<file path="config.mk">
export PLATFORM = sky130hd
export DESIGN_NAME = keypad_entry_controller_flat
export DESIGN_NICKNAME = d
export VERILOG_FILES = /design/src/rtl/keypad_entry_controller_if.sv /design/src/rtl/keypad_entry_controller.sv /design/src/flat_wrapper.sv
export SDC_FILE = /design/constraint.sdc
export NUM_CORES = 1
export LEC_CHECK = 0
export CAP_MARGIN = 20
export CORE_UTILIZATION = 43
export DETAILED_ROUTE_END_ITERATION = 12
export GPL_TIMING_DRIVEN = 0
export PLACE_DENSITY = 0.8
export SETUP_SLACK_MARGIN = 0.1
export SYNTH_ARGS = -nofsm -noshare
export SYNTH_HDL_FRONTEND = slang
export SYNTH_SLANG_ARGS = --single-unit
export TNS_END_PERCENT = 30
</file>
<file path="constraint.sdc">
create_clock -name CLK -period 1.65 [get_ports CLK]
set_input_delay 0.33 -clock CLK [delete_from_list [all_inputs] [get_ports CLK]]
set_output_delay 0.33 -clock CLK [all_outputs]
set_load 0.005 [all_outputs]
</file>
<file path="src/rtl/keypad_entry_controller_if.sv">
// keypad_entry_controller_if
//   Groups the keypad encoder handshake and the entered-time outputs of
//   keypad_entry_controller.  Clock and reset stay plain module ports.
//   slave  : the controller (consumes entry/encoder signals, drives time).
//   master : whatever drives the encoder side and reads the entered time.
//   With KEYPAD_BEEP_EN defined the BEEP signal is carried as well.
interface keypad_entry_controller_if;
    logic       ENTRY_EN;
    logic       CLEAR;
    logic [3:0] ENC_BCD;
    logic       ENC_LOAD_N;
    logic       ENC_EN_N;
    logic [3:0] MIN_TENS;
    logic [3:0] MIN_ONES;
    logic [3:0] SEC_TENS;
    logic [3:0] SEC_ONES;
    logic [2:0] DIGIT_CNT;
    logic       TIME_NZ;
    logic       KEY_ACK;
    logic       KEY_REJ;
`ifdef KEYPAD_BEEP_EN
    logic       BEEP;

    modport slave (
        input  ENTRY_EN, CLEAR, ENC_BCD, ENC_LOAD_N,
        output ENC_EN_N, MIN_TENS, MIN_ONES, SEC_TENS, SEC_ONES,
               DIGIT_CNT, TIME_NZ, KEY_ACK, KEY_REJ, BEEP
    );
    modport master (
        output ENTRY_EN, CLEAR, ENC_BCD, ENC_LOAD_N,
        input  ENC_EN_N, MIN_TENS, MIN_ONES, SEC_TENS, SEC_ONES,
               DIGIT_CNT, TIME_NZ, KEY_ACK, KEY_REJ, BEEP
    );
`else
    modport slave (
        input  ENTRY_EN, CLEAR, ENC_BCD, ENC_LOAD_N,
        output ENC_EN_N, MIN_TENS, MIN_ONES, SEC_TENS, SEC_ONES,
               DIGIT_CNT, TIME_NZ, KEY_ACK, KEY_REJ
    );
    modport master (
        output ENTRY_EN, CLEAR, ENC_BCD, ENC_LOAD_N,
        input  ENC_EN_N, MIN_TENS, MIN_ONES, SEC_TENS, SEC_ONES,
               DIGIT_CNT, TIME_NZ, KEY_ACK, KEY_REJ
    );
`endif
endinterface

</file>
<file path="src/rtl/keypad_entry_controller.sv">
// keypad_entry_controller
//   Enables the decimal-to-BCD keypad encoder, debounces presses seen on
//   ENC_LOAD_N/ENC_BCD, and shifts each accepted digit into a 4-digit
//   MM:SS cook-time register.  One digit per physical press.
// Ports:
//   CLK      : system clock, rising edge
//   RESET_N  : synchronous active-low reset
//   kif      : keypad_entry_controller_if.slave
//              in : ENTRY_EN, CLEAR, ENC_BCD[3:0], ENC_LOAD_N
//              out: ENC_EN_N, MIN_TENS/MIN_ONES/SEC_TENS/SEC_ONES[3:0],
//                   DIGIT_CNT[2:0], TIME_NZ, KEY_ACK, KEY_REJ, (BEEP)
// Parameters:
//   DEBOUNCE_CYCLES : stable samples required for press and for release
//   BEEP_CYCLES     : BEEP pulse length in clocks
// Optional feature macro: KEYPAD_BEEP_EN (adds BEEP output and its counter).
module keypad_entry_controller #(
    parameter int DEBOUNCE_CYCLES = 4,
    parameter int BEEP_CYCLES     = 8
) (
    input  logic CLK,
    input  logic RESET_N,
    keypad_entry_controller_if.slave kif
);
    localparam int CW = (DEBOUNCE_CYCLES > 1) ? $clog2(DEBOUNCE_CYCLES) : 1;
    localparam logic [CW-1:0] CNT_LAST = CW'(DEBOUNCE_CYCLES - 1);

    typedef enum logic [1:0] {IDLE, DEBOUNCE, RELEASE} state_t;

    state_t        state, state_nx;
    logic [CW-1:0] cnt, cnt_nx;
    logic [3:0]    cand, cand_nx;
    logic          commit;

    logic [3:0] min_tens, min_ones, sec_tens, sec_ones;
    logic [2:0] digit_cnt;
    logic       key_ack, key_rej;
    logic       accept, reject;

    // Next-state logic.  The counter does double duty: stable-press samples
    // in DEBOUNCE, consecutive-high samples in RELEASE.
    always_comb begin
        state_nx = state;
        cnt_nx   = cnt;
        cand_nx  = cand;
        commit   = 1'b0;
        if (!kif.ENTRY_EN) begin
            state_nx = IDLE;
            cnt_nx   = '0;
        end else begin
            case (state)
                IDLE: begin
                    if (!kif.ENC_LOAD_N) begin
                        cand_nx  = kif.ENC_BCD;
                        cnt_nx   = '0;
                        state_nx = DEBOUNCE;
                    end
                end
                DEBOUNCE: begin
                    if (kif.ENC_LOAD_N || (kif.ENC_BCD != cand)) begin
                        state_nx = IDLE;
                        cnt_nx   = '0;
                    end else if (cnt == CNT_LAST) begin
                        commit   = 1'b1;
                        state_nx = RELEASE;
                        cnt_nx   = '0;
                    end else begin
                        cnt_nx = cnt + 1'b1;
                    end
                end
                RELEASE: begin
                    if (!kif.ENC_LOAD_N) begin
                        cnt_nx = '0;
                    end else if (cnt == CNT_LAST) begin
                        state_nx = IDLE;
                        cnt_nx   = '0;
                    end else begin
                        cnt_nx = cnt + 1'b1;
                    end
                end
                default: begin
                    state_nx = IDLE;
                    cnt_nx   = '0;
                end
            endcase
        end
    end

    // CLEAR overrides a coincident commit: no shift and no pulse.
    assign accept = commit && !kif.CLEAR && (digit_cnt < 3'd4);
    assign reject = commit && !kif.CLEAR && (digit_cnt >= 3'd4);

    always_ff @(posedge CLK) begin
        if (!RESET_N) begin
            state     <= IDLE;
            cnt       <= '0;
            cand      <= '0;
            min_tens  <= '0;
            min_ones  <= '0;
            sec_tens  <= '0;
            sec_ones  <= '0;
            digit_cnt <= '0;
            key_ack   <= 1'b0;
            key_rej   <= 1'b0;
        end else begin
            state   <= state_nx;
            cnt     <= cnt_nx;
            cand    <= cand_nx;
            key_ack <= accept;
            key_rej <= reject;
            if (kif.CLEAR) begin
                min_tens  <= '0;
                min_ones  <= '0;
                sec_tens  <= '0;
                sec_ones  <= '0;
                digit_cnt <= '0;
            end else if (accept) begin
                // New digit enters at the seconds end, like a calculator.
                min_tens  <= min_ones;
                min_ones  <= sec_tens;
                sec_tens  <= sec_ones;
                sec_ones  <= cand;
                digit_cnt <= digit_cnt + 3'd1;
            end
        end
    end

`ifdef KEYPAD_BEEP_EN
    localparam int BW = $clog2(BEEP_CYCLES + 1);
    logic [BW-1:0] beep_cnt;
    logic          beep;

    // beep rises with the ACK/REJ pulse; beep_cnt holds the remaining
    // high cycles after the current one.
    always_ff @(posedge CLK) begin
        if (!RESET_N || !kif.ENTRY_EN) begin
            beep     <= 1'b0;
            beep_cnt <= '0;
        end else if (accept || reject) begin
            beep     <= 1'b1;
            beep_cnt <= BW'(BEEP_CYCLES - 1);
        end else if (beep_cnt != '0) begin
            beep_cnt <= beep_cnt - 1'b1;
        end else begin
            beep <= 1'b0;
        end
    end

    assign kif.BEEP = beep;
`endif

    assign kif.ENC_EN_N  = !kif.ENTRY_EN;
    assign kif.MIN_TENS  = min_tens;
    assign kif.MIN_ONES  = min_ones;
    assign kif.SEC_TENS  = sec_tens;
    assign kif.SEC_ONES  = sec_ones;
    assign kif.DIGIT_CNT = digit_cnt;
    assign kif.TIME_NZ   = |{min_tens, min_ones, sec_tens, sec_ones};
    assign kif.KEY_ACK   = key_ack;
    assign kif.KEY_REJ   = key_rej;
endmodule

</file>
<file path="src/flat_wrapper.sv">
// flat-port wrapper written by rule: the top's interface ports become plain ports
module keypad_entry_controller_flat 
#(
    parameter int DEBOUNCE_CYCLES = 4,
    parameter int BEEP_CYCLES     = 8
)
  (CLK, RESET_N, kif_ENTRY_EN, kif_CLEAR, kif_ENC_BCD, kif_ENC_LOAD_N, kif_ENC_EN_N, kif_MIN_TENS, kif_MIN_ONES, kif_SEC_TENS, kif_SEC_ONES, kif_DIGIT_CNT, kif_TIME_NZ, kif_KEY_ACK, kif_KEY_REJ);
  keypad_entry_controller_if kif_i ();
  input  logic CLK;
  input  logic RESET_N;
  input wire logic [$bits(kif_i.ENTRY_EN)-1:0] kif_ENTRY_EN;
  input wire logic [$bits(kif_i.CLEAR)-1:0] kif_CLEAR;
  input wire logic [$bits(kif_i.ENC_BCD)-1:0] kif_ENC_BCD;
  input wire logic [$bits(kif_i.ENC_LOAD_N)-1:0] kif_ENC_LOAD_N;
  output wire logic [$bits(kif_i.ENC_EN_N)-1:0] kif_ENC_EN_N;
  output wire logic [$bits(kif_i.MIN_TENS)-1:0] kif_MIN_TENS;
  output wire logic [$bits(kif_i.MIN_ONES)-1:0] kif_MIN_ONES;
  output wire logic [$bits(kif_i.SEC_TENS)-1:0] kif_SEC_TENS;
  output wire logic [$bits(kif_i.SEC_ONES)-1:0] kif_SEC_ONES;
  output wire logic [$bits(kif_i.DIGIT_CNT)-1:0] kif_DIGIT_CNT;
  output wire logic [$bits(kif_i.TIME_NZ)-1:0] kif_TIME_NZ;
  output wire logic [$bits(kif_i.KEY_ACK)-1:0] kif_KEY_ACK;
  output wire logic [$bits(kif_i.KEY_REJ)-1:0] kif_KEY_REJ;
  assign kif_i.ENTRY_EN = kif_ENTRY_EN;
  assign kif_i.CLEAR = kif_CLEAR;
  assign kif_i.ENC_BCD = kif_ENC_BCD;
  assign kif_i.ENC_LOAD_N = kif_ENC_LOAD_N;
  assign kif_ENC_EN_N = kif_i.ENC_EN_N;
  assign kif_MIN_TENS = kif_i.MIN_TENS;
  assign kif_MIN_ONES = kif_i.MIN_ONES;
  assign kif_SEC_TENS = kif_i.SEC_TENS;
  assign kif_SEC_ONES = kif_i.SEC_ONES;
  assign kif_DIGIT_CNT = kif_i.DIGIT_CNT;
  assign kif_TIME_NZ = kif_i.TIME_NZ;
  assign kif_KEY_ACK = kif_i.KEY_ACK;
  assign kif_KEY_REJ = kif_i.KEY_REJ;
  keypad_entry_controller #(.DEBOUNCE_CYCLES(DEBOUNCE_CYCLES), .BEEP_CYCLES(BEEP_CYCLES)) u_core (.CLK(CLK), .RESET_N(RESET_N), .kif(kif_i));
endmodule
</file>
# Yosys cells after proc, flatten, opt, wreduce, memory -nomap -nowiden

Cells that the tools add are included.

Bits in registers: 29
Input bits: 9
Output and inout port bits: 23

Add/sub/neg operators: 2
Order comparisons: 2
Equal/unequal tests: 8
Mux-type cells: 15
Bitwise gates (word level): 2
Reductions and logical operators: 12

Operators with widths:

| operator            | count |
|---|---|
| $mux 2              | 9 |
| $reduce_or 16->1    | 1 |
| $pmux 2 s3          | 2 |
| $eq 2x2->1 const B  | 2 |
| $mux 1              | 4 |
| $ne 2x2->1 const B  | 2 |
| $ne 4x4->1          | 1 |
| $reduce_and 4->1    | 1 |
| $add 3x1->3 const B | 1 |
| $ge 3x3->1 const B  | 1 |
| $logic_and 1x1->1   | 3 |
| $lt 3x3->1 const B  | 1 |
| $ne 3x1->1 const B  | 1 |
| $reduce_and 3->1    | 1 |
| $add 2x1->2 const B | 1 |
| $eq 2x1->1 const B  | 1 |
| $logic_not 1->1     | 2 |
| $logic_not 2->1     | 1 |
| $ne 2x1->1 const B  | 1 |
| $not 1->1           | 2 |
| $reduce_and 2->1    | 1 |
| $reduce_or 2->1     | 1 |
| $logic_or 1x1->1    | 1 |

# Logic depth before layout (Yosys ltp)

Gate-level depths: netlist of the first run.

Word-level depth: 7
Mapped depth: 7
Mapped depth without buffers: 6

# Worst setup path after synthesis of the first run

No wires, ideal clock.

Path type: reg-to-reg
From: register u_core.cnt[0]
To: register u_core.min_ones[0], in the netlist u_core.kif.MIN_ONES[0]
Library setup time: 0.072 ns
Arrival time: 1.471 ns
Data required time: 1.578 ns
Path slack: 0.108 ns
Cell stages (with the launch flop): 8
Buffers on the path: 2
Cells stage by stage: dfxtp_1 -> ha_1 -> and3b_2 -> nand2_2 -> nor3_2 -> buf_6 -> buf_8 -> mux2i_1

Word-level cells in the longest chain between the ends: 7

RTL lines:

| what                           | line                           | RTL |
|---|---|---|
| start: declaration             | keypad_entry_controller.sv:30  | `logic [CW-1:0] cnt, cnt_nx;` |
| start signal: assignment       | keypad_entry_controller.sv:106 | `cnt <= cnt_nx;` |
| $eq 2x2->1                     | keypad_entry_controller.sv:62  | `end else if (cnt == CNT_LAST) begin` |
| $mux 1                         | keypad_entry_controller.sv:62  |  |
| $mux 1                         | keypad_entry_controller.sv:59  | `if (kif.ENC_LOAD_N \|\| (kif.ENC_BCD != cand)) begin` |
| $mux 1                         | keypad_entry_controller.sv:50  | `case (state)` |
| $mux 1                         | keypad_entry_controller.sv:46  | `if (!kif.ENTRY_EN) begin` |
| $logic_and 1x1->1 (2 in a row) | keypad_entry_controller.sv:89  | `assign accept = commit && !kif.CLEAR && (digit_cnt < 3'd4);` |
| end signal: assignment         | keypad_entry_controller.sv:119 | `min_ones <= sec_tens;` |
| end: declaration               | keypad_entry_controller.sv:34  | `logic [3:0] min_tens, min_ones, sec_tens, sec_ones;` |

No other way between the ends.
A chain may end at the register's enable or synchronous reset.

# Worst setup path in the final report of the first run

From: register u_core.min_tens[1], in the netlist u_core.kif.MIN_TENS[1]
To: output port kif_MIN_TENS[1]

RTL lines:

| what                     | line                           | RTL |
|---|---|---|
| start: declaration       | keypad_entry_controller.sv:34  |  |
| start signal: assignment | keypad_entry_controller.sv:118 | `min_tens <= min_ones;` |
| end: declaration         | flat_wrapper.sv:16             | `output wire logic [$bits(kif_i.MIN_TENS)-1:0] kif_MIN_TENS;` |

No word-level cell between the ends.

==> impl_metrics.json, run 1 <==
{
  "status": "finished, violations left",
  "violations": "DRC",
  "ir_drop_uv": 604,
  "postLayoutCellArea_sq_um": 1980,
  "drv_slew": 0,
  "p_per_area_nw_per_um2": 673,
  "grt_max_degree": 11,
  "crit_buf_inv": 1,
  "grt_pass1_wl_um": 5040,
  "avgViaCountPerCell": 5.38,
  "crit_path_end": "kif_MIN_TENS[1]",
  "overflow": 0,
  "drt-initial-drc-count": 32,
  "post_dp_cell_area_sq_um": 1680,
  "critical_path_depth": 1,
  "clk_latency_ns": 0.34,
  "cp_slowest_cell": "clkdlybuf4s50_1",
  "required_ns": 1.32,
  "clkSlewWorstSetupHoldPaths_ns": 0.09,
  "r2r_slack_ns": 0.13,
  "synth.avg_cell_area_sq_um": 9.55,
  "yosys-top-cells-count": "30 x nand2_1, 29 x dfxtp_1, 22 x mux2i_1",
  "drive_gt1_share_pct": 33.7,
  "first_global_vias": 1111,
  "yosysMostFrequentCell": "nand2_1",
  "die_height_um": 57.6,
  "synth_top_area_share_pct": 43.7,
  "nets": 200,
  "place_inst": 201,
  "fill_cells": 209,
  "r2r_end": "u_core.kif.SEC_ONES[2]",
  "worst_slack_ns": 0.107,
  "finalSetupViolations": 0,
  "clock-sinks": 29,
  "ys_ff_latch": 29,
  "cts-root-buf": "clkbuf_4",
  "pin_count": 32,
  "syn_inst": 139,
  "via_count": 1172,
  "synth_warnings": 0,
  "dr.pass1.iters": 8,
  "synth-edff-count": 0,
  "synth_ff_type": "dfxtp_1",
  "cts_max_path_buffers": 2,
  "area_growth_pct": 48.8,
  "fin_cells": 218,
  "rsz0062_at_grt": "yes",
  "fmax_ghz": 0.648,
  "port-buffer-count": 31,
  "start_util_pct": 46.9,
  "fp.coreArea_sq_um": 2830,
  "cp.arrival_ns": 1.21,
  "cts_max_level": 2,
  "fin_setup_tns_ns": 0,
  "async_flop_share_pct": 0,
  "preCtsSetupSlack_ns": -0.412,
  "worstPathCellList": "clkdlybuf4s50_1",
  "hold_path.class": "input port to register",
  "cts_inserted_buffers": 5,
  "die_w_um": 57.6,
  "die_area_sq_um": 3310,
  "crit-reg2reg-launch": "u_core.cnt[1]",
  "dp_hpwl_um": 2160,
  "syn_area_sq_um": 1330,
  "num_rows": 19,
  "cts_tree": "built",
  "diodes": 0,
  "ys_seq_area_share_pct": 43.7,
  "ant_nets": 0,
  "finClkSkew_ns": 0.00695,
  "routed_wl_um": 3150,
  "syn_nets": 153,
  "maxCapViolations": 0,
  "hold_viol": 0,
  "crit_family": "buffers and inverters",
  "fin_crit_sh_pct": 93.5,
  "antenna_found_initial": 0,
  "critical_path.startpoint": "u_core.kif.MIN_TENS[1]",
  "grt.total_usage_pct": 21.0,
  "path_class": "register to output pin",
  "critPathMaxStageDelay_ns": 0.52,
  "gp_congestion": 0.878,
  "synth_cell_types": 32,
  "drc": 5,
  "startpoint_type": "register",
  "slew_headroom_pct": 77.9,
  "yosys.area.top_type": "dfxtp_1",
  "fin_util_pct": 69.8,
  "synthTopCellsByArea": "dfxtp_1 44%, mux2i_1 17%, nand2_1 8.5%",
  "post_drt_wl_per_cell_um": 14.5,
  "worst-path-max-fanout": 3,
  "tightest_slew_ns": 0.331,
  "rr_worst_depth": 7,
  "leakagePower_nw": 0.792,
  "period_needed_ns": 1.54,
  "end_kind": "output pin"
}
-- timing repair --
item	CTS	global route
buffers inserted	3	5
gates cloned	0	1
setup endpoints to repair	36	33
hold buffers	0	0
pin swaps	5	7
hold endpoints to repair	0	0
resized for setup	39	20
-- worst min-delay path by stage --
stage / startpoint / cells past startpoint / to / slack, ns
after detailed placement: u_core.kif.MIN_TENS[1] / 2 / u_core.kif.MIN_TENS[1] / 0.47
after global placement: u_core.cnt[1] / 2 / u_core.cnt[1] / 0.46
after floorplan: u_core.cnt[0] / 1 / u_core.cnt[0] / 0.45
after CTS: kif_ENTRY_EN / 3 / u_core.state[1] / 0.42
final: kif_ENC_BCD[1] / 3 / u_core.cand[1] / 0.35
after global routing: kif_ENC_BCD[1] / 3 / u_core.cand[1] / 0.35
-- cell type report --
| type | instances | area (sq um) | area share (%) |
|---|---|---|---|
| buffer | 5 | 45.0 | 2.28 |
| clock buffer | 7 | 65.1 | 3.29 |
| clock inverter | 1 | 5.00 | 0.253 |
| inverter | 4 | 15.0 | 0.760 |
| multi-input combinational | 101 | 793 | 40.2 |
| sequential | 29 | 611 | 30.9 |
| tap | 31 | 38.8 | 1.96 |
| timing repair buffer | 40 | 403 | 20.4 |
-- tightest hold or removal path, stage by stage --
cell and delay (ns):
dlymetal6s2s_1 0.14, mux2i_1 0.09, nor2b_1 0.10
-- kinds of logic (layout without fill, tap and decap cells) --
| family | count (synthesis) | after routing | share of synthesized area, % |
|---|---|---|---|
| compound gates | 11 | 11 | 5.56 |
| xor+xnor | 3 | 3 | 1.98 |
| fa+ha+maj | 5 | 5 | 4.71 |
| buf+inv | 9 | 57 | 3.96 |
| flops | 29 | 29 | 43.7 |
| mux | 22 | 22 | 16.6 |
| simple gates | 60 | 60 | 23.5 |
-- stage by stage --
stage	hold slack, ns	power (mW)
floorplan	0.446	0.782
detailed placement	0.468	0.825
global route	0.349	1.40
CTS	0.422	1.33
finish	0.355	1.33
global placement	0.457	0.822
-- sequential cells by signal, summed over array words and instances, names as in the netlist, 2 cells and up --
register              cells
u_core.cand               4
u_core.cnt                2
u_core.kif.DIGIT_CNT      3
u_core.kif.MIN_ONES       4
u_core.kif.MIN_TENS       4
u_core.kif.SEC_ONES       4
u_core.kif.SEC_TENS       4
u_core.state              2
-- layout by cell type (no fill, tap or decap), types with 3 or more instances in the layout --
cell / count
clkdlybuf4s50_1: 18
ha_1: 3
dfxtp_2: 21
dlygate4sd2_1: 8
nand4_1: 5
nor2b_1: 4
clkbuf_4: 5
mux2i_1: 22
xnor2_2: 3
clkbuf_2: 3
nand2b_1: 3
nand2_1: 30
buf_4: 7
dfxtp_1: 7
dlymetal6s2s_1: 4
-- layer usage --
| layer | part of all wire [%] | track usage, % |
|---|---|---|
| met4 | 2.8 | 13.6 |
| met5 | 0 | 0 |
| met2 | 51 | 32.9 |
| met1 | 41 | 24.1 |
| met3 | 5.2 | 7.71 |
-- report_power, final --
part,internal (mW),switching [mW]
logic,0.0576,0.0577
registers,0.705,0.00782
clock network,0.247,0.256
No activity file was read; power rests on OpenSTA's default activity.
==> run 2, diff against run 1 <==
- PLACE_DENSITY: 0.8 -> default
- PLACE_DENSITY_LB_ADDON: default -> 0.25
- SETUP_SLACK_MARGIN: 0.1 -> default
==> impl_metrics.json, run 2 (synthesis results as in run 1) <==
{
  "status": "finished, violations left",
  "violations": "DRC",
  "fmax_ghz": 0.628,
  "hold_path.class": "input port to register",
  "nets": 192,
  "startpoint_type": "register",
  "die_area_sq_um": 3310,
  "grt_max_degree": 11,
  "whs_ns": 0.346,
  "dp_hpwl_um": 2090,
  "r2r_slack_ns": 0.08,
  "crit_family": "buffers and inverters",
  "cts.hold.buffers_added": 0,
  "die_height_um": 57.6,
  "crit_buf_inv": 1,
  "hold_depth": 3,
  "cts-root-buf": "clkbuf_4",
  "post_dp_cell_area_sq_um": 1680,
  "num_rows": 19,
  "pin_count": 32,
  "drt-initial-drc-count": 43,
  "post_drt_wl_per_cell_um": 13.4,
  "clkSlewWorstSetupHoldPaths_ns": 0.08,
  "critPathMaxStageDelay_ns": 0.53,
  "fin_cells": 209,
  "avgViaCountPerCell": 5.44,
  "fill_cells": 244,
  "postLayoutCellArea_sq_um": 1850,
  "slew_headroom_pct": 78.9,
  "final_cell_mix": "30 x nand2_1, 27 x clkdlybuf4s50_1, 23 x dfxtp_1",
  "ant_nets": 0,
  "ir_drop_uv": 449,
  "p_per_area_nw_per_um2": 668,
  "clock-sinks": 29,
  "final_common_cell": "nand2_1",
  "port-buffer-count": 31,
  "cts_max_path_buffers": 2,
  "drive_gt1_share_pct": 17.4,
  "cts_tree": "built",
  "fin_crit_sh_pct": 96.6,
  "via_count": 1136,
  "worstPathCellList": "clkdlybuf4s50_1",
  "period_needed_ns": 1.59,
  "place_inst": 201,
  "overflow": 0,
  "finClkSkew_ns": 0.00536,
  "drv_slew": 0,
  "clk_latency_ns": 0.32,
  "grt_pass1_wl_um": 4840,
  "r2r_end": "u_core.kif.SEC_TENS[3]",
  "cts_max_level": 2,
  "grt.total_usage_pct": 19.6,
  "required_ns": 1.32,
  "rr_worst_depth": 7,
  "diodes": 0,
  "routed_wl_um": 2800,
  "maxCapViolations": 0,
  "end_kind": "output pin",
  "min_to": "u_core.cand[3]",
  "path_class": "register to output pin",
  "cts_inserted_buffers": 5,
  "fin_setup_tns_ns": 0,
  "hold_start": "kif_ENC_BCD[3]",
  "first_global_vias": 1107,
  "area_growth_pct": 39.7,
  "finalSetupViolations": 0,
  "leakagePower_nw": 0.683,
  "hold_viol": 0,
  "die_w_um": 57.6,
  "drc": 3,
  "worst-path-max-fanout": 3,
  "fp.coreArea_sq_um": 2830,
  "start_util_pct": 46.9,
  "antenna_found_initial": 0,
  "tightest_slew_ns": 0.314,
  "crit-reg2reg-launch": "u_core.cnt[1]",
  "gp_congestion": 0.772,
  "cp.arrival_ns": 1.26,
  "dr.pass1.iters": 8,
  "cp_slowest_cell": "clkdlybuf4s50_1"
}
[run 2: cell count changes in the layout (fill, tap and decap cells not counted), sizes merged]
cell	previous run	this run
dlymetal6s2s	4	2
dlygate4sd2	8	1
clkinv	1	0
buf	10	3
clkbuf	12	11
clkdlybuf4s50	18	27
[run 2: power breakdown]
part	leakage (nW)	internal, mW	switching [mW]	total [mW]
Combinational	0.414	0.0493	0.0533	0.103
Sequential	0.238	0.704	0.00637	0.710
Clock	0.0314	0.201	0.226	0.427
[run 2: layer usage]
| metal | vias to the layer above | global-route usage, % | part of all wire (%) | routed length [um] |
|---|---|---|---|---|
| li1 | 572 | - | - | - |
| met1 | 531 | 24.2 | 48 | 1350 |
| met2 | 25 | 30.9 | 45 | 1260 |
| met3 | 8 | 4.76 | 4.3 | 119 |
| met4 | 0 | 11.5 | 2.2 | 61 |
| met5 | - | 0 | 0 | 0 |
[run 2: worst max-delay path by stage]
stage	slack (ns)	start	end	depth (start not counted)
4_1_cts	-0.06	u_core.kif.MIN_ONES[3]	kif_TIME_NZ	3
6_report	0.06	u_core.kif.SEC_ONES[0]	kif_SEC_ONES[0]	1
2_1_floorplan	0.11	u_core.cnt[0]	u_core.kif.MIN_ONES[0]	7
5_1_grt	-0.0002	u_core.cnt[1]	u_core.kif.SEC_ONES[1]	7
3_3_place_gp	-0.41	RESET_N	u_core.kif.SEC_ONES[0]	5
3_5_place_dp	-0.42	RESET_N	u_core.kif.SEC_ONES[0]	5
[run 2: per-stage QoR]
step / util, % / total power, mW / worst slack (ns)
after floorplan: - / 0.782 / 0.108
after global placement: 59.3 / 0.822 / -0.410
after detailed placement: 59.3 / 0.825 / -0.420
after CTS: 62.7 / 1.25 / -0.0630
after global routing: 65.5 / 1.31 / -0.000179
final: 65.5 / 1.24 / 0.0568
[run 2: repair_timing]
action                                  4_1_cts  5_1_grt
gates resized for setup                       8       21
endpoints found under the hold margin         0        0
buffers inserted                              1        0
pin swaps                                     1        5
endpoints found under the setup margin       19       20
[run 2: cell type report]
type / count / area (sq um) / area share, %
timing repair buffer: 32 / 329 / 17.7
multi-input combinational: 101 / 781 / 42.1
clock buffer: 7 / 55.1 / 2.97
inverter: 4 / 15.0 / 0.810
tap: 31 / 38.8 / 2.09
buffer: 5 / 45.0 / 2.43
sequential: 29 / 591 / 31.8
